File: config.mk
export PLATFORM = sky130hd
export DESIGN_NAME = gate_bit_packer
export DESIGN_NICKNAME = d
export VERILOG_FILES = /design/src/rtl/gate_pack_pkg.sv /design/src/rtl/gate_pack_fifo2.sv /design/src/rtl/gate_bit_packer.sv
export SDC_FILE = /design/constraint.sdc
export NUM_CORES = 1
export LEC_CHECK = 0
export ABC_CLOCK_PERIOD_IN_PS = 3300
export BUFFER_PORTS_ARGS = -buffer_cell sky130_fd_sc_hd__buf_2
export CAP_MARGIN = 20
export CELL_PAD_IN_SITES_DETAIL_PLACEMENT = 0
export CELL_PAD_IN_SITES_GLOBAL_PLACEMENT = 1
export CORE_ASPECT_RATIO = 1.25
export CORE_MARGIN = 1
export CORE_UTILIZATION = 46
export DETAILED_ROUTE_END_ITERATION = 16
export GPL_ROUTABILITY_DRIVEN = 1
export GPL_TIMING_DRIVEN = 0
export HOLD_SLACK_MARGIN = 0.15
export PLACE_DENSITY_LB_ADDON = 0.08
export REMOVE_ABC_BUFFERS = 1
export SLEW_MARGIN = 10
export SYNTH_ARGS = -nofsm -noshare
export SYNTH_HDL_FRONTEND = slang
export SYNTH_SLANG_ARGS = --single-unit
File: constraint.sdc
create_clock -name clk -period 3.3 [get_ports clk]
set_input_delay 0.33 -clock clk [delete_from_list [all_inputs] [get_ports clk]]
set_output_delay 0.33 -clock clk [all_outputs]
set_load 0.1 [all_outputs]
File: src/rtl/gate_pack_pkg.sv
// Shared types for the bit packer: the buffered word entry and the length-width helper.
// Entries are sized for the widest legal word so one FIFO definition serves every WIDTH.
package gate_pack_pkg;

    localparam int MAX_WIDTH = 64;
    localparam int MAX_LEN_W = 7;

    typedef struct packed {
        logic [MAX_WIDTH-1:0] data;
        logic [MAX_LEN_W-1:0] len;
    } entry_t;

    function automatic int len_width(input int width);
        return $clog2(width + 1);
    endfunction

endpackage

File: src/rtl/gate_pack_fifo2.sv
// Two-entry output buffer for packed words; a push into a full buffer succeeds only
// when a pop happens on the same edge.
module gate_pack_fifo2
    import gate_pack_pkg::*;
(
    input  logic   clk,
    input  logic   rst,
    input  logic   push,
    input  logic   pop,
    input  entry_t wr_entry,
    output entry_t head,
    output logic   full,
    output logic   empty
);

    entry_t     mem [2];
    logic       rd_ptr;
    logic       wr_ptr;
    logic [1:0] count;
    logic       do_pop;
    logic       do_push;

    always_comb begin
        empty   = (count == 2'd0);
        full    = (count == 2'd2);
        do_pop  = pop && !empty;
        do_push = push && (!full || do_pop);
        head    = mem[rd_ptr];
    end

    always_ff @(posedge clk or posedge rst) begin
        if (rst) begin
            rd_ptr <= 1'b0;
            wr_ptr <= 1'b0;
            count  <= 2'd0;
        end else begin
            if (do_push) wr_ptr <= ~wr_ptr;
            if (do_pop)  rd_ptr <= ~rd_ptr;
            unique case ({do_push, do_pop})
                2'b10:   count <= count + 2'd1;
                2'b01:   count <= count - 2'd1;
                default: count <= count;
            endcase
        end
    end

    // Storage needs no reset: the head is only observed while count is non-zero.
    always_ff @(posedge clk) begin
        if (do_push) mem[wr_ptr] <= wr_entry;
    end

endmodule

File: src/rtl/gate_bit_packer.sv
// Packs a stream of gated bit samples into WIDTH-bit words (first bit in bit 0),
// with flush of partial words, a 2-entry output buffer and sticky drop accounting.
module gate_bit_packer
    import gate_pack_pkg::*;
#(
    parameter  int WIDTH      = 8,
    parameter  int DROP_CNT_W = 8,
    localparam int LEN_W      = len_width(WIDTH)
) (
    input  logic                  clk,
    input  logic                  rst,
    input  logic                  in_valid,
    input  logic                  in_bit,
    input  logic                  flush,
    output logic                  out_valid,
    input  logic                  out_ready,
    output logic [WIDTH-1:0]      out_data,
    output logic [LEN_W-1:0]      out_len,
    output logic                  overflow,
    output logic [DROP_CNT_W-1:0] drop_count
);

    localparam logic [LEN_W-1:0] FULL_LEN = LEN_W'(WIDTH);

    logic [WIDTH-1:0] acc;
    logic [WIDTH-1:0] acc_with;
    logic [LEN_W-1:0] fill;
    logic [LEN_W-1:0] fill_with;
    logic             emit;
    logic             pop;
    logic             drop;
    logic             fifo_full;
    logic             fifo_empty;
    logic             unused_head;
    entry_t           push_entry;
    entry_t           head;

    // Fold the same-cycle sample in first so completion and flush see the true count.
    always_comb begin
        acc_with        = acc | (WIDTH'(in_valid & in_bit) << fill);
        fill_with       = fill + LEN_W'(in_valid);
        emit            = (fill_with == FULL_LEN) || (flush && (fill_with != '0));
        push_entry.data = MAX_WIDTH'(acc_with);
        push_entry.len  = MAX_LEN_W'(fill_with);
        pop             = !fifo_empty && out_ready;
        drop            = emit && fifo_full && !pop;
    end

    always_ff @(posedge clk or posedge rst) begin
        if (rst) begin
            acc  <= '0;
            fill <= '0;
        end else if (emit) begin
            acc  <= '0;
            fill <= '0;
        end else begin
            acc  <= acc_with;
            fill <= fill_with;
        end
    end

    always_ff @(posedge clk or posedge rst) begin
        if (rst) begin
            overflow   <= 1'b0;
            drop_count <= '0;
        end else if (drop) begin
            overflow <= 1'b1;
            if (drop_count != '1) drop_count <= drop_count + DROP_CNT_W'(1);
        end
    end

    gate_pack_fifo2 u_fifo (
        .clk      (clk),
        .rst      (rst),
        .push     (emit),
        .pop      (pop),
        .wr_entry (push_entry),
        .head     (head),
        .full     (fifo_full),
        .empty    (fifo_empty)
    );

    // Entries are stored at maximum width; only the low WIDTH/LEN_W bits are meaningful.
    always_comb begin
        unused_head = ^head;
        out_valid   = !fifo_empty;
        out_data    = out_valid ? head.data[WIDTH-1:0] : '0;
        out_len     = out_valid ? head.len[LEN_W-1:0]  : '0;
    end

`ifdef ASSERT_ON
    a_hold_stable: assert property (@(posedge clk) disable iff (rst)
        (out_valid && !out_ready) |=> ($stable(out_data) && $stable(out_len)));

    a_len_nonzero: assert property (@(posedge clk) disable iff (rst)
        out_valid |-> (out_len != '0));
`endif

endmodule

==> impl_metrics.ini, run 1 <==
[sta]
finalSetupViolations = 0
maxSlewViolCount = 0
hold_violations = 0
fmax_ghz = 0.3402
setup-tns-final_ns = 0
skew_ns = 0.005341
rsz0062_at_grt = false
tightest_slew_ns = 0.9686
slew_headroom_pct = 35.19
finalCritPeriodShare_pct = 89.09
finalCriticalPeriod_ns = 2.940

[critical_path]
cp-end-kind = register
path_cells = ha_1 -> ha_1 -> nor2_1 -> o311ai_4 -> a21o_4 -> nor2_1
worstSetupPathType = reg -> reg
start_kind = register
required_ns = 3.22
cpPeakStageDelay_ns = 0.73
worstPathMaxFanout = 12
arrival_ns = 2.86
cp_slowest_cell = nor2_1

[outcome]
outcome = complete, no violations

[placement]
globalplace.congestion = 0.7181
numPortBuffers = 27
dp_hpwl_um = 2661
place_area_um2 = 2396

[logic_synthesis]
synthArstFlopShare_pct = 51.02
ys_ff_latch = 49
synth_common_cells = dfrtp_1 (25), edfxtp_1 (24), nor2_1 (21), mux2i_1 (12), nor2b_1 (9)
yosysMostFrequentCell = dfrtp_1
synth_top_cell_area_share_pct = 32.36
syn-mean-instance-area_um2 = 13.42
synth_ff_type = dfrtp_1
synthCells = 166
yosys.area.top_type = edfxtp_1
synth_edf_count = 24
post_synth_num_cell_types = 41
synth_warnings = 0
synthesis.area_um2 = 2227
ys_seq_area_share_pct = 60.45
synth_area_leaders = edfxtp_1 (32%), dfrtp_1 (28%), mux2i_1 (5.4%)

[global_routing]
grt_overflow = 0
grt_pass1_vias = 1261
grt_usage_pct = 15.43
antenna_found_initial = 0
grt_max_degree = 26
grt_pass1_wl_um = 5906

[finish]
fill_cells = 414
insertedDiodeCount = 0
nNetsFinal = 204
area_growth_pct = 11.52
layout-drive-gt1-share_pct = 24.10
final_area_um2 = 2484

[clock_network]
cts.sinks = 49
hold_buffers = 0
clk_pin_slew_ns = 0.08
htreeDepth = 2
cts-resized-gates = 0
post-cts-setup-buffers = 0
cts_buffers = 5
cts_tree = done
worstSkewPairLatency_ns = 0.30
clockBufferDepth = 2
root_buffer = clkbuf_8

[detailed_routing]
antenna_left = 0
firstDrtPassIters = 4
wirelength_um = 3608
drt-initial-drc-count = 41
vias_per_cell = 5.162
wl_per_cell_um = 14.26
vias = 1306
drcViolationCount = 0

[die]
die_area_um2 = 5126
start_util_pct = 49.20
design.core.area_um2 = 4527
ios = 28
core.rowCount = 27
chipWidth_um = 64.24
die_y_um = 79.80

[hold_path]
hp-class = in -> async

[flow_run]
max-cap-violations = 0
[state kept, by name, summed over array words and instances (netlist names)]
| signal | flops |
|---|---|
| drop_count | 8 |
| overflow | 1 |
| fill | 4 |
| acc | 8 |
| u_fifo.mem | 24 |
| u_fifo.rd_ptr | 1 |
| u_fifo.wr_ptr | 1 |
| u_fifo.count | 2 |
[critical path, delay by kind of cell, from the launching register on]
family	cells	cell delay, ns
AND/OR/NAND/NOR	2	0.98
adder cells (fa/ha/maj)	2	0.61
AO/OA/AOI/OAI	2	0.56
flip-flops	1	0.40
[cells by family after synthesis]
logic type      synth area share, %
flops                         60.45
buf+inv                       2.584
fa+ha+maj                     2.247
compound gates                9.888
mux                           6.405
simple gates                  12.87
xor+xnor                      5.562
[cells in the final DEF (no fill, tap or decap), drive strengths merged]
cell type and instances:
buf 27, dfrtp 25, edfxtp 24, nor2 21, mux2i 12, nor2b 9, xor2 8, a21o 8
a21oi 6, clkbuf 6, and3 5, inv 5, ha 4, nand2 4, xnor2 4, and2 3
nand4 2, a211oi 2, mux2 2, a31o 2, clkinvlp 2, nor3b 2, o31ai 1, and4b 1
a21boi 1, o311ai 1, nand3 1, o211ai 1, nand2b 1, or3 1, nor3 1, nand4b 1
o21ai 1, o2111ai 1
[final cells by class]
type	instances	area [um2]	share of cell area [%]
clock inverters	2	15.01	0.6045
inverters	5	18.77	0.7557
repair buffers	27	135.1	5.441
flip-flops and latches	49	1346	54.21
clock buffers	6	72.57	2.922
well taps	58	72.57	2.922
multi-input cells	106	823.3	33.15
[metal layers]
layer | part of all wire, % | vias to the layer above | global-route usage [%]
li1 | - | 643 | -
met1 | 41 | 627 | 16.00
met2 | 54 | 30 | 29.57
met3 | 3.7 | 6 | 4.000
met4 | 1.4 | 0 | 5.333
met5 | 0 | - | 0
[stage by stage]
stage	instances	utilization, %	hold slack, ns	setup WS (ns)
after floorplan	160	-	0.3573	0.7536
after CTS	253	54.86	0.2580	0.2909
after detailed placement	245	52.93	0.4402	0.2392
final	253	54.86	0.2342	0.3602
after global placement	245	52.93	0.4452	0.3064
after global routing	253	54.86	0.2594	0.1670
[path summary, 6_finish.rpt]
kind | end | cells past startpoint | slack, ns | startpoint
max in group asynchronous | acc[3]$_DFF_PP0_ | 2 | 2.49 | rst
worst min-delay path | drop_count[6]$_DFFE_PP0P_ | 2 | 0.23 | rst
worst max-delay path | u_fifo.mem[1][6]$_DFFE_PP_ | 6 | 0.36 | fill[0]$_DFF_PP0_
worst max register to register | u_fifo.mem[1][6]$_DFFE_PP_ | 6 | 0.36 | fill[0]$_DFF_PP0_
worst min register to register | overflow$_DFFE_PP0P_ | 1 | 0.46 | overflow$_DFFE_PP0P_
min in group clk | fill[1]$_DFF_PP0_ | 2 | 0.26 | flush
Power of run 1 is left out: the tool's default activity adds up to more than one toggle a clock period on the data nets, which glitch-free logic cannot reach.
==> run 2, diff against run 1 <==
- CORE_UTILIZATION: 46 -> 35
==> run 2 against run 1 <==
Against the previous run: highest routed layer unchanged; sequential cell count did not move; critical path depth stayed put; sequential share of layout area decreased by 1.6 points; utilization decreased by 13 points; global-route usage fell by 1.5 points; die area grew 30%.
==> impl_metrics.ini, run 2 (synthesized netlist as in run 1, its figures left out) <==
[detailed_routing]
vias_per_cell = 4.841
drcViolationCount = 0
antenna_left = 0
drt-initial-drc-count = 58
wirelength_um = 4123
vias = 1370
firstDrtPassIters = 2
wl_per_cell_um = 14.57

[critical_path]
cp_slowest_cell = nor2_1
worstPathMaxFanout = 12
cp-end-kind = register
path_cells = ha_1 -> ha_1 -> nor2_1 -> o311ai_4 -> a21o_4 -> nor2_1
cp_num_buf_inv = 0
arrival_ns = 2.88
cpPeakStageDelay_ns = 0.75
worstSetupPathType = reg -> reg
crit_family = simple AND/OR/NAND/NOR gates
start_kind = register
required_ns = 3.22

[hold_path]
hp-class = in -> reg

[global_routing]
grt_overflow = 0
grt_pass1_vias = 1401
grt_usage_pct = 13.94
grt_max_degree = 26
grt_pass1_wl_um = 6962
antenna_found_initial = 0

[finish]
layout-drive-gt1-share_pct = 24.24
layout_commonest_cell = buf_2
largest_register_ffs = 24
final_cells = 283
regMostFlops = u_fifo.mem
nNetsFinal = 207
mostFrequentLayoutCells = buf_2 (27), dfrtp_1 (25), edfxtp_1 (24), nor2_1 (21), mux2i_1 (12)
insertedDiodeCount = 0
top_regs = u_fifo.mem x24, acc x8, drop_count x8
final_area_um2 = 2559
area_growth_pct = 14.89

[clock_network]
clk_pin_slew_ns = 0.08
htreeDepth = 2
root_buffer = clkbuf_8
worstSkewPairLatency_ns = 0.30
cts.sinks = 49
cts_tree = done
cts_buffers = 5
clockBufferDepth = 2

[die]
die_area_um2 = 6688
die_y_um = 91.19
core.rowCount = 32
start_util_pct = 36.12
design.core.area_um2 = 6166
chipWidth_um = 73.35
ios = 28

[sta]
finalCriticalPeriod_ns = 2.958
finalCritPeriodShare_pct = 89.62
skew_ns = 0.005166
hold_violations = 0
maxSlewViolCount = 0
tightest_slew_ns = 0.9907
finalSetupViolations = 0
rsz0062_at_grt = false
slew_headroom_pct = 33.71
setup-tns-final_ns = 0
fmax_ghz = 0.3381

[placement]
dp_hpwl_um = 2965
place_inst = 272
place_area_um2 = 2430
globalplace.congestion = 0.7110
numPortBuffers = 27

[outcome]
outcome = complete, no violations

[flow_run]
max-cap-violations = 0
==> run 2: stage by stage <==
step	worst slack, ns	hold WS [ns]	utilization (%)
after floorplan	0.7536	0.3573	-
after global routing	0.1014	0.2683	41.50
after CTS	0.2031	0.2674	40.77
after global placement	0.2801	0.4368	39.41
final	0.3424	0.2790	41.50
after detailed placement	0.1405	0.4387	39.41
==> run 2: layout make-up <==
type / instances / area, um2
clock inverter: 1 / 7.507
multi-input combinational: 106 / 823.3
timing repair buffer: 30 / 180.2
tap: 85 / 106.4
inverter: 5 / 18.77
fill: 614 / 3607
sequential: 49 / 1346
clock buffer: 7 / 76.32
==> run 2: worst paths after layout <==
check / start / endpoint / slack, ns / cells after the start
setup / recovery: fill[0]$_DFF_PP0_ / u_fifo.mem[0][0]$_DFFE_PP_ / 0.34 / 6
hold / removal: flush / fill[1]$_DFF_PP0_ / 0.28 / 2
setup reg to reg: fill[0]$_DFF_PP0_ / u_fifo.mem[0][0]$_DFFE_PP_ / 0.34 / 6
hold reg to reg: overflow$_DFFE_PP0P_ / overflow$_DFFE_PP0P_ / 0.46 / 1
max in group asynchronous: rst / acc[4]$_DFF_PP0_ / 2.36 / 4
min in group asynchronous: rst / drop_count[1]$_DFFE_PP0P_ / 0.53 / 3
==> run 2: metal layers <==
layer / vias to the layer above / share of wire [%] / global-route usage, %
li1: 653 / - / -
met1: 687 / 42 / 16.46
met2: 24 / 53 / 24.46
met3: 6 / 3.8 / 3.441
met4: 0 / 1.3 / 4.327
met5: - / 0 / 0
==> run 2: what timing repair did <==
item | 4_1_cts | 5_1_grt
setup endpoints to repair | 0 | 0
hold buffers | 0 | 1
setup buffers | 0 | 0
hold endpoints to repair | 0 | 5
resized for setup | 0 | 0
Power of run 2 is left out for the same reason.
==> run 3, diff against run 2 <==
- REMOVE_ABC_BUFFERS: 1 -> not set
==> run 3 against run 2 <==
Against the previous run: fmax rose by 12%; routed wire length down 2.2%; sequential share of layout area shrank 0.96 points; critical endpoint is now u_fifo.mem[1][1]$_DFFE_PP_.
==> impl_metrics.ini, run 3 (synthesized netlist as in run 1, its figures left out) <==
[outcome]
outcome = complete, no violations

[detailed_routing]
drt-initial-drc-count = 48
wl_per_cell_um = 13.91
drcViolationCount = 0
firstDrtPassIters = 3
wirelength_um = 4033
vias_per_cell = 4.659
vias = 1351
antenna_left = 0

[critical_path]
reg2reg_from = fill[0]$_DFF_PP0_
required_ns = 3.31
worstSetupPathType = reg -> reg
reg2reg_slack_ns = 0.65
cp-end-kind = register
arrival_ns = 2.66
worstPathMaxFanout = 10
start_kind = register
rr_endpoint = u_fifo.mem[1][1]$_DFFE_PP_
rr_worst_depth = 8

[clock_network]
cts-resized-gates = 0
root_buffer = clkbuf_8
cts.sinks = 49
htreeDepth = 2
cts_buffers = 5
clockBufferDepth = 2
clk_pin_slew_ns = 0.08
post-cts-setup-buffers = 0
cts_tree = done
worstSkewPairLatency_ns = 0.30

[finish]
utilization_pct = 42.27
layout-drive-gt1-share_pct = 26.34
top_regs = u_fifo.mem x24, acc x8, drop_count x8
layout_commonest_cell = buf_2
mostFrequentLayoutCells = buf_2 (28), dfrtp_1 (25), edfxtp_1 (24), nor2_1 (21), mux2i_1 (12)
largest_register_ffs = 24
regMostFlops = u_fifo.mem
nNetsFinal = 214
insertedDiodeCount = 0
area_growth_pct = 17.02

[die]
start_util_pct = 36.12
ios = 28
design.core.area_um2 = 6166
chipWidth_um = 73.35
die_area_um2 = 6688
core.rowCount = 32
die_y_um = 91.19

[logic_synthesis]
synth.net_count = 176

[sta]
finalCritPeriodShare_pct = 80.25
rsz0062_at_grt = false
fin_ws_ns = 0.6517
finalCriticalPeriod_ns = 2.648
hold_violations = 0
setup-tns-final_ns = 0
maxSlewViolCount = 0
fmax_ghz = 0.3776
finalSetupViolations = 0
tightest_slew_ns = 0.5802
slew_headroom_pct = 61.27
skew_ns = 0.006880

[global_routing]
grt_overflow = 0
grt_pass1_wl_um = 6920
antenna_found_initial = 0
grt_pass1_vias = 1405
grt_max_degree = 26
grt_usage_pct = 13.87

[placement]
globalplace.congestion = 0.7221
numPortBuffers = 27
place_ws_ns = 0.1640
dp_hpwl_um = 2938

[hold_path]
min_from = flush
hold_end = fill[1]$_DFF_PP0_
hp-class = in -> reg
holdPathStages = 2

[flow_run]
max-cap-violations = 0
run 3: cell count changes in the layout (fill, tap and decap cells not counted), sizes merged:
cell,change
clkbuf,+2
buf,+5
run 3: layer usage:
layer  up-vias  GRT usage (%)  share of wire [%]
met5         -              0                  0
met4         0          5.288                1.7
met3         7          3.108                2.4
met2        23          24.92                 53
met1       656          15.58                 43
li1        665              -                  -
run 3: worst max-delay path, cell delays in order, from the launching register on:
cell and delay (ns):
dfrtp_1 0.40, ha_1 0.23, ha_1 0.37, nor2_1 0.27, o311ai_4 0.18, buf_6 0.18, a21o_4 0.23, nor2_1 0.30
buf_6 0.21
run 3: cell type report:
cell class,instances,area [um2]
buffer,6,38.79
clock inverter,1,7.507
inverter,5,18.77
timing repair buffer,31,178.9
multi-input combinational,106,823.3
fill,618,3560
clock buffer,7,86.33
tap,85,106.4
sequential,49,1346
run 3: worst max-delay path by stage:
stage,to,slack [ns],from
floorplan,u_fifo.mem[1][0]$_DFFE_PP_,0.71,fill[0]$_DFF_PP0_
global placement,u_fifo.mem[1][1]$_DFFE_PP_,0.24,in_valid
detailed placement,u_fifo.mem[0][2]$_DFFE_PP_,0.16,in_valid
CTS,u_fifo.mem[0][1]$_DFFE_PP_,0.20,fill[0]$_DFF_PP0_
global route,u_fifo.mem[1][2]$_DFFE_PP_,0.50,fill[0]$_DFF_PP0_
finish,u_fifo.mem[1][1]$_DFFE_PP_,0.65,fill[0]$_DFF_PP0_
run 3: what timing repair did:
action	in CTS	in global routing
hold buffers	0	1
endpoints found under the setup margin	0	0
endpoints found under the hold margin	0	13
run 3: stage by stage:
step,area (um2),cells,hold slack (ns)
2_1_floorplan,2227,166,0.3573
3_3_place_gp,2469,278,0.4471
3_5_place_dp,2469,278,0.4487
4_1_cts,2562,286,0.2697
5_1_grt,2606,290,0.2723
6_report,2606,290,0.2797
Power of run 3 is left out for the same reason.
